### src/rtl/uart_pkg.sv
// Shared types and helpers for the UART receive path.
package uart_pkg;

    localparam int unsigned UART_DATA_W = 8;

    typedef enum logic [2:0] {
        IDLE,
        START,
        DATA,
        PARITY,
        STOP,
        BREAK
    } uart_state_e;

    // Start bit is re-sampled at its centre, half a bit period after the falling edge.
    function automatic int unsigned half_bit(input int unsigned clks_per_bit);
        return clks_per_bit / 2;
    endfunction

endpackage

### src/rtl/uart_rx_fifo.sv
// First-word-fall-through byte FIFO; a push into a full FIFO is dropped unless a pop happens in the same cycle.
module uart_rx_fifo #(
    parameter int unsigned DEPTH = 16,
    parameter int unsigned WIDTH = 8
) (
    input  logic                   clk,
    input  logic                   rst,
    input  logic                   push,
    input  logic [WIDTH-1:0]       din,
    input  logic                   pop,
    output logic [WIDTH-1:0]       head_c,
    output logic                   empty_c,
    output logic                   drop_c,
    output logic [$clog2(DEPTH):0] count
);

    localparam int unsigned PTR_W = $clog2(DEPTH);
    localparam int unsigned CNT_W = PTR_W + 1;

    logic [WIDTH-1:0] mem [DEPTH];
    logic [PTR_W-1:0] wptr;
    logic [PTR_W-1:0] rptr;
    logic             full;
    logic             wr_ok;
    logic             rd_ok;

    assign full    = (count == CNT_W'(DEPTH));
    assign empty_c = (count == '0);
    assign head_c  = mem[rptr];
    assign rd_ok   = pop && !empty_c;
    assign wr_ok   = push && (!full || rd_ok);
    assign drop_c  = push && full && !rd_ok;

    always_ff @(posedge clk) begin
        if (rst) begin
            wptr  <= '0;
            rptr  <= '0;
            count <= '0;
            for (int i = 0; i < int'(DEPTH); i++) begin
                mem[i] <= '0;
            end
        end else begin
            if (wr_ok) begin
                mem[wptr] <= din;
                wptr      <= wptr + PTR_W'(1);
            end
            if (rd_ok) begin
                rptr <= rptr + PTR_W'(1);
            end
            if (wr_ok && !rd_ok) begin
                count <= count + CNT_W'(1);
            end else if (rd_ok && !wr_ok) begin
                count <= count - CNT_W'(1);
            end
        end
    end

endmodule

### src/rtl/uart_rx_stream.sv
// UART receiver: synchroniser, 8N1 deframer and byte FIFO presented as a valid/ready stream.
// Define UART_RX_PARITY_EN to add an even-parity bit after the data bits (8E1).
module uart_rx_stream
    import uart_pkg::*;
#(
    parameter int unsigned CLKS_PER_BIT = 104,
    parameter int unsigned FIFO_DEPTH   = 16,
    parameter int unsigned SYNC_STAGES  = 2
) (
    input  logic                        clk,
    input  logic                        rst,
    input  logic                        rx,
    output logic [UART_DATA_W-1:0]      m_data,
    output logic                        m_valid,
    input  logic                        m_ready,
    output logic [$clog2(FIFO_DEPTH):0] fifo_count,
    output logic                        frame_err,
    output logic                        overrun,
    output logic                        parity_err
);

    localparam int unsigned CNT_W = $clog2(CLKS_PER_BIT);
    localparam int unsigned BIT_W = $clog2(UART_DATA_W);
    localparam logic [CNT_W-1:0] HALF_LAST = CNT_W'(half_bit(CLKS_PER_BIT) - 1);
    localparam logic [CNT_W-1:0] BIT_LAST  = CNT_W'(CLKS_PER_BIT - 1);
    localparam logic [BIT_W-1:0] LAST_BIT  = BIT_W'(UART_DATA_W - 1);

    logic [SYNC_STAGES-1:0] sync;
    logic                   rx_s;
    uart_state_e            state, state_d;
    logic [CNT_W-1:0]       cnt, cnt_d;
    logic [BIT_W-1:0]       bitcnt, bitcnt_d;
    logic [UART_DATA_W-1:0] shreg, shreg_d;
    logic                   push_r, push_d;
    logic                   frame_err_d;
    logic                   parity_err_d;
    logic                   bit_done;
    logic                   pop;
    logic                   empty_c;
    logic                   drop_c;

    assign rx_s     = sync[SYNC_STAGES-1];
    assign bit_done = (cnt == BIT_LAST);
    assign m_valid  = !empty_c;
    assign pop      = m_valid && m_ready;

    always_ff @(posedge clk) begin
        if (rst) begin
            sync       <= '1;
            state      <= IDLE;
            cnt        <= '0;
            bitcnt     <= '0;
            shreg      <= '0;
            push_r     <= 1'b0;
            frame_err  <= 1'b0;
            parity_err <= 1'b0;
            overrun    <= 1'b0;
        end else begin
            sync       <= {sync[SYNC_STAGES-2:0], rx};
            state      <= state_d;
            cnt        <= cnt_d;
            bitcnt     <= bitcnt_d;
            shreg      <= shreg_d;
            push_r     <= push_d;
            frame_err  <= frame_err_d;
            parity_err <= parity_err_d;
            overrun    <= drop_c;
        end
    end

    // Baud counter restarts from zero on every state change and after every data sample.
    always_comb begin
        state_d      = state;
        cnt_d        = cnt + CNT_W'(1);
        bitcnt_d     = bitcnt;
        shreg_d      = shreg;
        push_d       = 1'b0;
        frame_err_d  = 1'b0;
        parity_err_d = 1'b0;
        unique case (state)
            IDLE: begin
                cnt_d = '0;
                if (!rx_s) begin
                    bitcnt_d = '0;
                    state_d  = START;
                end
            end
            START: begin
                if (cnt == HALF_LAST) begin
                    cnt_d   = '0;
                    state_d = rx_s ? IDLE : DATA;
                end
            end
            DATA: begin
                if (bit_done) begin
                    cnt_d    = '0;
                    shreg_d  = {rx_s, shreg[UART_DATA_W-1:1]};
                    bitcnt_d = bitcnt + BIT_W'(1);
                    if (bitcnt == LAST_BIT) begin
`ifdef UART_RX_PARITY_EN
                        state_d = PARITY;
`else
                        state_d = STOP;
`endif
                    end
                end
            end
`ifdef UART_RX_PARITY_EN
            PARITY: begin
                if (bit_done) begin
                    cnt_d        = '0;
                    parity_err_d = (rx_s != ^shreg);
                    state_d      = STOP;
                end
            end
`endif
            STOP: begin
                if (bit_done) begin
                    cnt_d = '0;
                    if (rx_s) begin
                        push_d  = 1'b1;
                        state_d = IDLE;
                    end else begin
                        frame_err_d = 1'b1;
                        state_d     = BREAK;
                    end
                end
            end
            BREAK: begin
                cnt_d = '0;
                if (rx_s) begin
                    state_d = IDLE;
                end
            end
            default: begin
                cnt_d   = '0;
                state_d = IDLE;
            end
        endcase
    end

    // shreg is stable for at least half a bit after the stop sample, so it feeds the FIFO directly.
    uart_rx_fifo #(
        .DEPTH (FIFO_DEPTH),
        .WIDTH (UART_DATA_W)
    ) u_fifo (
        .clk     (clk),
        .rst     (rst),
        .push    (push_r),
        .din     (shreg),
        .pop     (pop),
        .head_c  (m_data),
        .empty_c (empty_c),
        .drop_c  (drop_c),
        .count   (fifo_count)
    );

endmodule

### config.mk
export PLATFORM = sky130hd
export DESIGN_NAME = uart_rx_stream
export DESIGN_NICKNAME = d
export VERILOG_FILES = /design/src/rtl/uart_pkg.sv /design/src/rtl/uart_rx_fifo.sv /design/src/rtl/uart_rx_stream.sv
export SDC_FILE = /design/constraint.sdc
export NUM_CORES = 1
export LEC_CHECK = 0
export CORE_UTILIZATION = 40
export DETAILED_ROUTE_END_ITERATION = 8
export DONT_BUFFER_PORTS = 1
export GPL_TIMING_DRIVEN = 0
export PLACE_DENSITY = 0.59
export SYNTH_ARGS = -nofsm -noshare
export SYNTH_HDL_FRONTEND = slang
export SYNTH_SLANG_ARGS = --single-unit
### constraint.sdc
create_clock -name clk -period 3.3 [get_ports clk]
set_clock_uncertainty 0.15 [all_clocks]
set_input_delay 0.99 -clock clk [delete_from_list [all_inputs] [get_ports clk]]
set_output_delay 0.99 -clock clk [all_outputs]
set_load 0.005 [all_outputs]
==> results.txt, run 1 <==
----------------------------------------------------
[Status]
  Status ... finished clean

[Die]
  Vertical extent of the die ... 144 um
  Core ar. ... 19700 um2
  Number of top-level design ports ... 21
  Starting density of the core ... 0.413
  Standard-cell row count ... 51
  Die width ... 144 um
  Die Outline Area ... 20900 um2

[Place]
  Placed wire-length estimate ... 12300 um
  Final weighted congestion in routability-driven placement ... 0.800
  Cell area after placement ... 8440 um2
  Total placed cells including tap cells ... 840
  Port bufs ... 0

[Power]
  Int Pwr ... 4.05 mW
  Clk network pwr share ... 0.342
  Sequential share of power ... 0.461
  Combinational share of power ... 0.196
  Total power divided by cell area ... 607 nW/um2
  Switching power total ... 1.48 mW
  Peak supply drop ... 0.420 mV
  Leakage Power ... 3.25 nW
  Fraction of power spent switching nets ... 0.267

[Worst setup path]
  Longest individual stage delay on the worst path ... 0.58 ns
  CP Data Arrival Time ... 2.11 ns
  Worst-path cell with the longest stage delay ... mux4_2
  Startpoint of the most critical register-to-register path ... u_fifo.count[0]$_SDFFE_PP0P_
  Startpoint type of the worst setup path ... flop
  Cell Chain, Critical Path ... buf_12 > mux4_2 > mux4_2
  Category of cells accounting for the largest share of critical-path delay ... multiplexers
  Critical Path RT ... 2.16 ns
  Category of the most critical setup path ... flop to output port
  Kind of capture point of the worst setup path ... output port
  Most frequent cell on the critical path ... mux4_2
  Largest fanout on the critical path ... 10
  Number of buffers and inverters on the critical path ... 1

[Clock tree]
  Clock tree from TritonCTS ... built
  Clock network latency to the later pin of the worst-skew pair ... 0.43 ns
  CTS HTree Levels ... 4
  Clock transition at the registers of the reported paths ... 0.06 ns
  Number of sinks handled by clock tree synthesis ... 171
  CTS buffer count ... 17
  Maximum count of clock buffers along a single path ... 2
  Cell at the root of the clock tree ... clkbuf_16

[Synthesis]
  Count of state elements after synthesis ... 171
  Yosys Warn Count ... 0
  Post-synthesis instance area ... 8110 um2
  Number of cells produced by synthesis ... 575
  Compound-Gate Fraction of Synth Area ... 0.0236
  Number of distinct library cell variants in the gate-level netlist after synthesis ... 54
  Post-Syn Area per Cell ... 14.1 um2
  Adder and majority cell fraction of the synthesized area ... 0.0210
  Area share of xor/xnor cells in the synthesized design ... 0.0151
  Dominant combinational cell family by area after synthesis ... simple AND/OR/NAND/NOR gates
  Sequential area share after synthesis ... 0.580
  Post-synthesis mux area share ... 0.134
  EDFF count, synth ... 128
  Share of flip-flops with an asynchronous set or reset after synthesis ... 0
  Most frequently used flop master after synthesis ... edfxtp_1
  Synth Area in Simple Gates ... 0.186
  Number of nets in the synthesized netlist ... 592

[Global route]
  Remaining Overflow, GRT ... 0
  Pin count of the biggest net entering global routing ... 17
  Antenna violations before repair ... 0
  Number of global-route vias before repair ... 4819
  Global-route wire length before repair ... 27200 um
  Global routing usage summed across all routing layers ... 0.183

[STA]
  Time the worst path needs with I/O delays and setup ... 3.25 ns
  Hold Fails Final Rpt ... 0
  Slew at the pin closest to its max-slew limit ... 0.691 ns
  Setup tns final ... 0 ns
  Unrepaired setup endpoints after global routing ... true
  Number of setup violations in the final report ... 0
  Worst slew margin relative to its limit ... 0.539
  Final max-slew violation count ... 0
  Fmax ... 0.308 GHz
  Final period utilization ... 0.983
  Post-Route Hold Slack ... 0.263 ns

[Routing]
  Met1 Routed Length ... 7460 um
  Detail Route Antenna Nets ... 0
  Final routed wirelength across all metal layers ... 17400 um
  Detailed-route wire length per cell ... 19.9 um
  Top routing layer in use ... met4
  Via Count ... 4417
  Total DRC errors in the routed layout ... 0
  Wire length on met3 ... 584 um
  Post-DR vias/cell ... 5.07
  Violation count after the first detailed-route iteration ... 236
  Wire length on met2 ... 8870 um
  First-pass DRT Iterations ... 4

[Final layout]
  Layout Cells excl Fill ... 872
  N_diodes ... 0
  Number of nets in the finished design ... 611
  Ratio of cells with drive above 1 in the final layout ... 0.306
  Layout overhead on the synthesized area ... 12.1%
  Finished layout cell area ... 9100 um2

[Hold path]
  Launch instance of the worst min-delay path ... sync[0]$_SDFF_PP1_
  Class of the tightest hold or removal check ... flop to flop

[Job]
  Max capacitance violation total ... 0

----------------------------------------------------
cell usage after synthesis (10+ instances only):
cell	count	share of area
edfxtp_1	128	0.47
and2_1	72	0.056
and2_2	57	0.053
dfxtp_1	43	0.11
mux4_2	40	0.11
nor2_1	36	0.017
clkbuf_1	21	0.0097
buf_6	16	0.022
mux2i_1	15	0.019
ha_1	12	0.019
or2_1	10	0.0077
or2_2	10	0.0077
placed cells by master (no fill, tap or decap), drive strengths merged, types with 4 or more instances in the layout:
cell,count
xor2,9
or2,20
nor2,36
mux4,40
buf,26
clkinv,7
ha,12
edfxtp,128
o211ai,4
xnor2,5
nand2b,6
nor2b,5
clkbuf,38
nand2,6
nand3,5
inv,10
and3,18
dfxtp,43
a21oi,4
and2,129
mux2i,15
cells by family after synthesis:
| family | count (synthesis) |
|---|---|
| compound gates | 26 |
| xor+xnor | 14 |
| fa+ha+maj | 13 |
| buf+inv | 52 |
| flops | 171 |
| mux | 58 |
| other cells | 1 |
| simple gates | 240 |
state kept, by name, indices dropped and copies added (netlist names), named ones only:
name and cells:
shreg 8, overrun 1, u_fifo.rptr 4, u_fifo.wptr 4, frame_err 1, sync 2
cnt 7, u_fifo.mem 128, push_r 1, bitcnt 3, u_fifo.count 5, state 3
path summary, 6_finish.rpt:
check,depth (start not counted),to,slack (ns)
hold reg to reg,1,sync[1]$_SDFF_PP1_,0.26
setup reg to reg,10,u_fifo.count[4]$_SDFFE_PP0P_,0.18
setup / recovery,3,m_data[5],0.05
hold / removal,1,sync[1]$_SDFF_PP1_,0.26
metal layers:
layer	up-vias	global-route usage
li1	2108	-
met1	2225	0.216
met2	66	0.320
met3	18	0.0457
met4	0	0.0681
met5	-	0
timing repair:
item / CTS / global route
hold buffers: 0 / 0
resized for setup: 22 / 7
buffers inserted: 0 / 2
setup endpoints to repair: 9 / 9
hold endpoints to repair: 0 / 0
stage by stage:
stage,power [mW],util,setup WS (ns)
3_3_place_gp,3.56,0.430,-0.125
2_1_floorplan,3.33,-,0.0723
6_report,5.52,0.463,0.0550
5_1_grt,5.76,0.463,-0.00660
3_5_place_dp,3.60,0.430,-0.178
4_1_cts,5.54,0.461,-0.00634
power by group through the flow:
| stage | Sequential, mW | Combinational, mW | Clock, mW |
|---|---|---|---|
| floorplan | 2.54 | 0.791 | 0 |
| global placement | 2.56 | 0.999 | 0 |
| detailed placement | 2.57 | 1.02 | 0 |
| CTS | 2.55 | 1.06 | 1.92 |
| global route | 2.57 | 1.18 | 2.01 |
| finish | 2.55 | 1.08 | 1.89 |
final cells by class:
cell class / count / area, um2
Fill cell: 1791 / 10600
Inverter: 6 / 22.5
Timing Repair Buffer: 2 / 15.0
Clock buffer: 18 / 429
Tap cell: 265 / 332
Clock inverter: 14 / 121
Sequential cell: 171 / 4710
Multi-Input combinational cell: 352 / 3110
Buffer: 44 / 360
Note: power is estimated with default switching activity, not from simulation.
==> inputs of run 2 (changes only) <==
- PLACE_DENSITY: 0.59 -> 0.57
- SKIP_CTS_REPAIR_TIMING: default -> 1
- clock period: 3.3 -> 4 ns (I/O delays scaled with it)
==> run 2 against run 1 <==
  * Non-clock buffer count did not move
  * Die area did not move
  * Register-to-register slack improved by 0.29 ns
  * Largest cell class unchanged
  * Final cell count did not move
  * Wire length fell by 6.9%
  * Sequential share of layout area rose by 0.30 points
  * Count of clock-buffer cells in the layout fell by 1
  * Combinational power fell by 23%
  * Power fell by 18%
  * Worst setup slack improved by 0.092 ns
  * First-iteration DRC count rose by 0.85%
  * Critical path depth rose by 1
  * Critical endpoint is now m_data[4]
==> results.txt, run 2 (synthesis results as in run 1) <==
----------------------------------------------------
[Routing]
  Total DRC errors in the routed layout ... 0 (unchanged)
  Detail Route Antenna Nets ... 0 (unchanged)
  First-pass DRT Iterations ... 5 (+1)
  Violation count after the first detailed-route iteration ... 238 (+0.85%)
  Via Count ... 4363 (-1.2%)
  Detailed-route wire length per cell ... 18.5 um (-6.9%)
  Final routed wirelength across all metal layers ... 16200 um (-6.9%)
  Post-DR vias/cell ... 5.00 (-1.2%)

[Worst setup path]
  Kind of capture point of the worst setup path ... output port
  Startpoint type of the worst setup path ... flop
  CP Data Arrival Time ... 2.50 ns (+0.39 ns)
  Largest fanout on the critical path ... 10 (unchanged)
  Critical Path RT ... 2.65 ns (+0.49 ns)
  Category of the most critical setup path ... flop to output port

[Clock tree]
  Clock tree from TritonCTS ... built
  CTS buffer count ... 17 (unchanged)
  Cell at the root of the clock tree ... clkbuf_16
  Number of sinks handled by clock tree synthesis ... 171 (unchanged)
  Clock network latency to the later pin of the worst-skew pair ... 0.42 ns (about the same)
  Maximum count of clock buffers along a single path ... 2 (unchanged)
  Clock transition at the registers of the reported paths ... 0.07 ns (about the same)
  CTS HTree Levels ... 4 (unchanged)

[Global route]
  Antenna violations before repair ... 1 (+1)
  Global-route wire length before repair ... 25400 um (-6.6%)
  Most crowded layer after global routing ... met2
  GR met2 Demand/Resource ... 0.294 (-0.0261)
  Number of global-route vias before repair ... 4536 (-5.9%)
  Global-route track usage on met3 ... 0.0387 (-0.00695)
  Remaining Overflow, GRT ... 0 (unchanged)
  Global routing usage on met1 ... 0.211 (-0.00530)
  Global routing usage summed across all routing layers ... 0.171 (-0.0120)
  Pin count of the biggest net entering global routing ... 18 (+1)

[Place]
  Pre-CTS setup slack ... 0.136 ns (+0.314 ns)
  Placed wire-length estimate ... 11700 um (-4.7%)
  Port bufs ... 0 (unchanged)
  Cell area after placement ... 8440 um2 (unchanged)
  Final weighted congestion in routability-driven placement ... 0.784 (-1.9%)

[STA]
  Time the worst path needs with I/O delays and setup ... 3.85 ns
  Final max-slew violation count ... 0 (unchanged)
  Setup slack after layout ... 0.147 ns (+0.0924 ns)
  Setup tns final ... 0 ns (unchanged)
  Number of setup violations in the final report ... 0 (unchanged)
  Hold Fails Final Rpt ... 0 (unchanged)
  Unrepaired setup endpoints after global routing ... false
  Final period utilization ... 0.963
  Slew at the pin closest to its max-slew limit ... 0.782 ns (+0.0909 ns)
  Worst slew margin relative to its limit ... 0.479 (-0.0600)
  Fmax ... 0.260 GHz

[Final layout]
  Number of flip-flops under the largest register name ... 128 (unchanged)
  End-of-flow core utilization ... 0.460 (-0.00312)
  Fill cell instance count of the final layout ... 1787 (-0.22%)
  Layout overhead on the synthesized area ... 11.4%
  Number of nets in the finished design ... 611 (unchanged)
  Most flops, register ... u_fifo.mem
  Ratio of cells with drive above 1 in the final layout ... 0.295 (-0.0115)
  Sequential cell area ... 4700 um2 (-0.11%)
  Finished layout cell area ... 9030 um2 (-0.67%)
  Registers with the highest flip-flop counts ... u_fifo.mem x128, shreg x8, cnt x7
  Multi-input combinational cell area ... 3080 um2 (-0.81%)
  Most common cell after layout, fill and taps aside ... edfxtp_1
  N_diodes ... 0 (unchanged)
  Most frequent cells in the layout ... 128 x edfxtp_1, 72 x and2_1, 57 x and2_2, 43 x dfxtp_1, 40 x mux4_2

[Die]
  Die Outline Area ... 20900 um2 (unchanged)
  Vertical extent of the die ... 144 um (unchanged)
  Starting density of the core ... 0.413 (unchanged)
  Standard-cell row count ... 51 (unchanged)
  Number of top-level design ports ... 21 (unchanged)
  Core ar. ... 19700 um2 (unchanged)
  Die width ... 144 um (unchanged)

[Power]
  Overall power of the completed layout ... 4.52 mW (-18%)
  Peak supply drop ... 0.429 mV (+2.2%)
  Total power divided by cell area ... 501 nW/um2 (-18%)
  Leakage Power ... 3.23 nW (-0.57%)

[Job]
  Max capacitance violation total ... 0 (unchanged)

[Status]
  Status ... finished clean

[Hold path]
  Class of the tightest hold or removal check ... flop to flop

----------------------------------------------------
run 2: cell types whose count changed in the layout (fill, tap and decap cells not counted), sizes merged:
cell / delta
buf: -4
clkinv: -3
inv: +4
clkbuf: +3
run 2: final timing paths:
path	cells past startpoint	from	slack, ns	end
max reg2reg	11	u_fifo.count[0]$_SDFFE_PP0P_	0.47	u_fifo.count[4]$_SDFFE_PP0P_
max	4	flop	0.15	m_data[4]
min reg2reg	1	sync[0]$_SDFF_PP1_	0.27	sync[1]$_SDFF_PP1_
min	1	sync[0]$_SDFF_PP1_	0.27	sync[1]$_SDFF_PP1_
run 2: power by group:
group | total (mW) | switching [mW] | leakage (nW) | internal [mW]
clock network | 1.62 | 0.733 | 0.284 | 0.883
logic | 0.830 | 0.409 | 1.36 | 0.420
registers | 2.08 | 0.0748 | 1.59 | 2.00
total | 4.52 | 1.22 | 3.23 | 3.31
run 2: metal layers:
metal  vias up  wire (um)
li1       2104          -
met1      2166       7180
met2        74       8110
met3        19        622
met4         0        258
met5         -          0
run 2: cell type report:
type	instances	share of cell area
Sequential cell	171	0.521
Multi-Input combinational cell	352	0.341
Clock buffer	17	0.0471
Tap cell	265	0.0367
Buffer	46	0.0345
Clock inverter	15	0.0174
Inverter	6	0.00249
run 2: critical path: stages (launching register included):
cell and delay, ns:
dfxtp_1 0.31, clkbuf_1 0.27, clkbuf_4 0.37, mux4_2 0.59, mux4_2 0.53
run 2: stage by stage:
step,hold slack [ns],std cells
floorplan,0.239,575
global placement,0.251,840
detailed placement,0.249,840
CTS,0.265,872
global route,0.274,872
finish,0.266,872
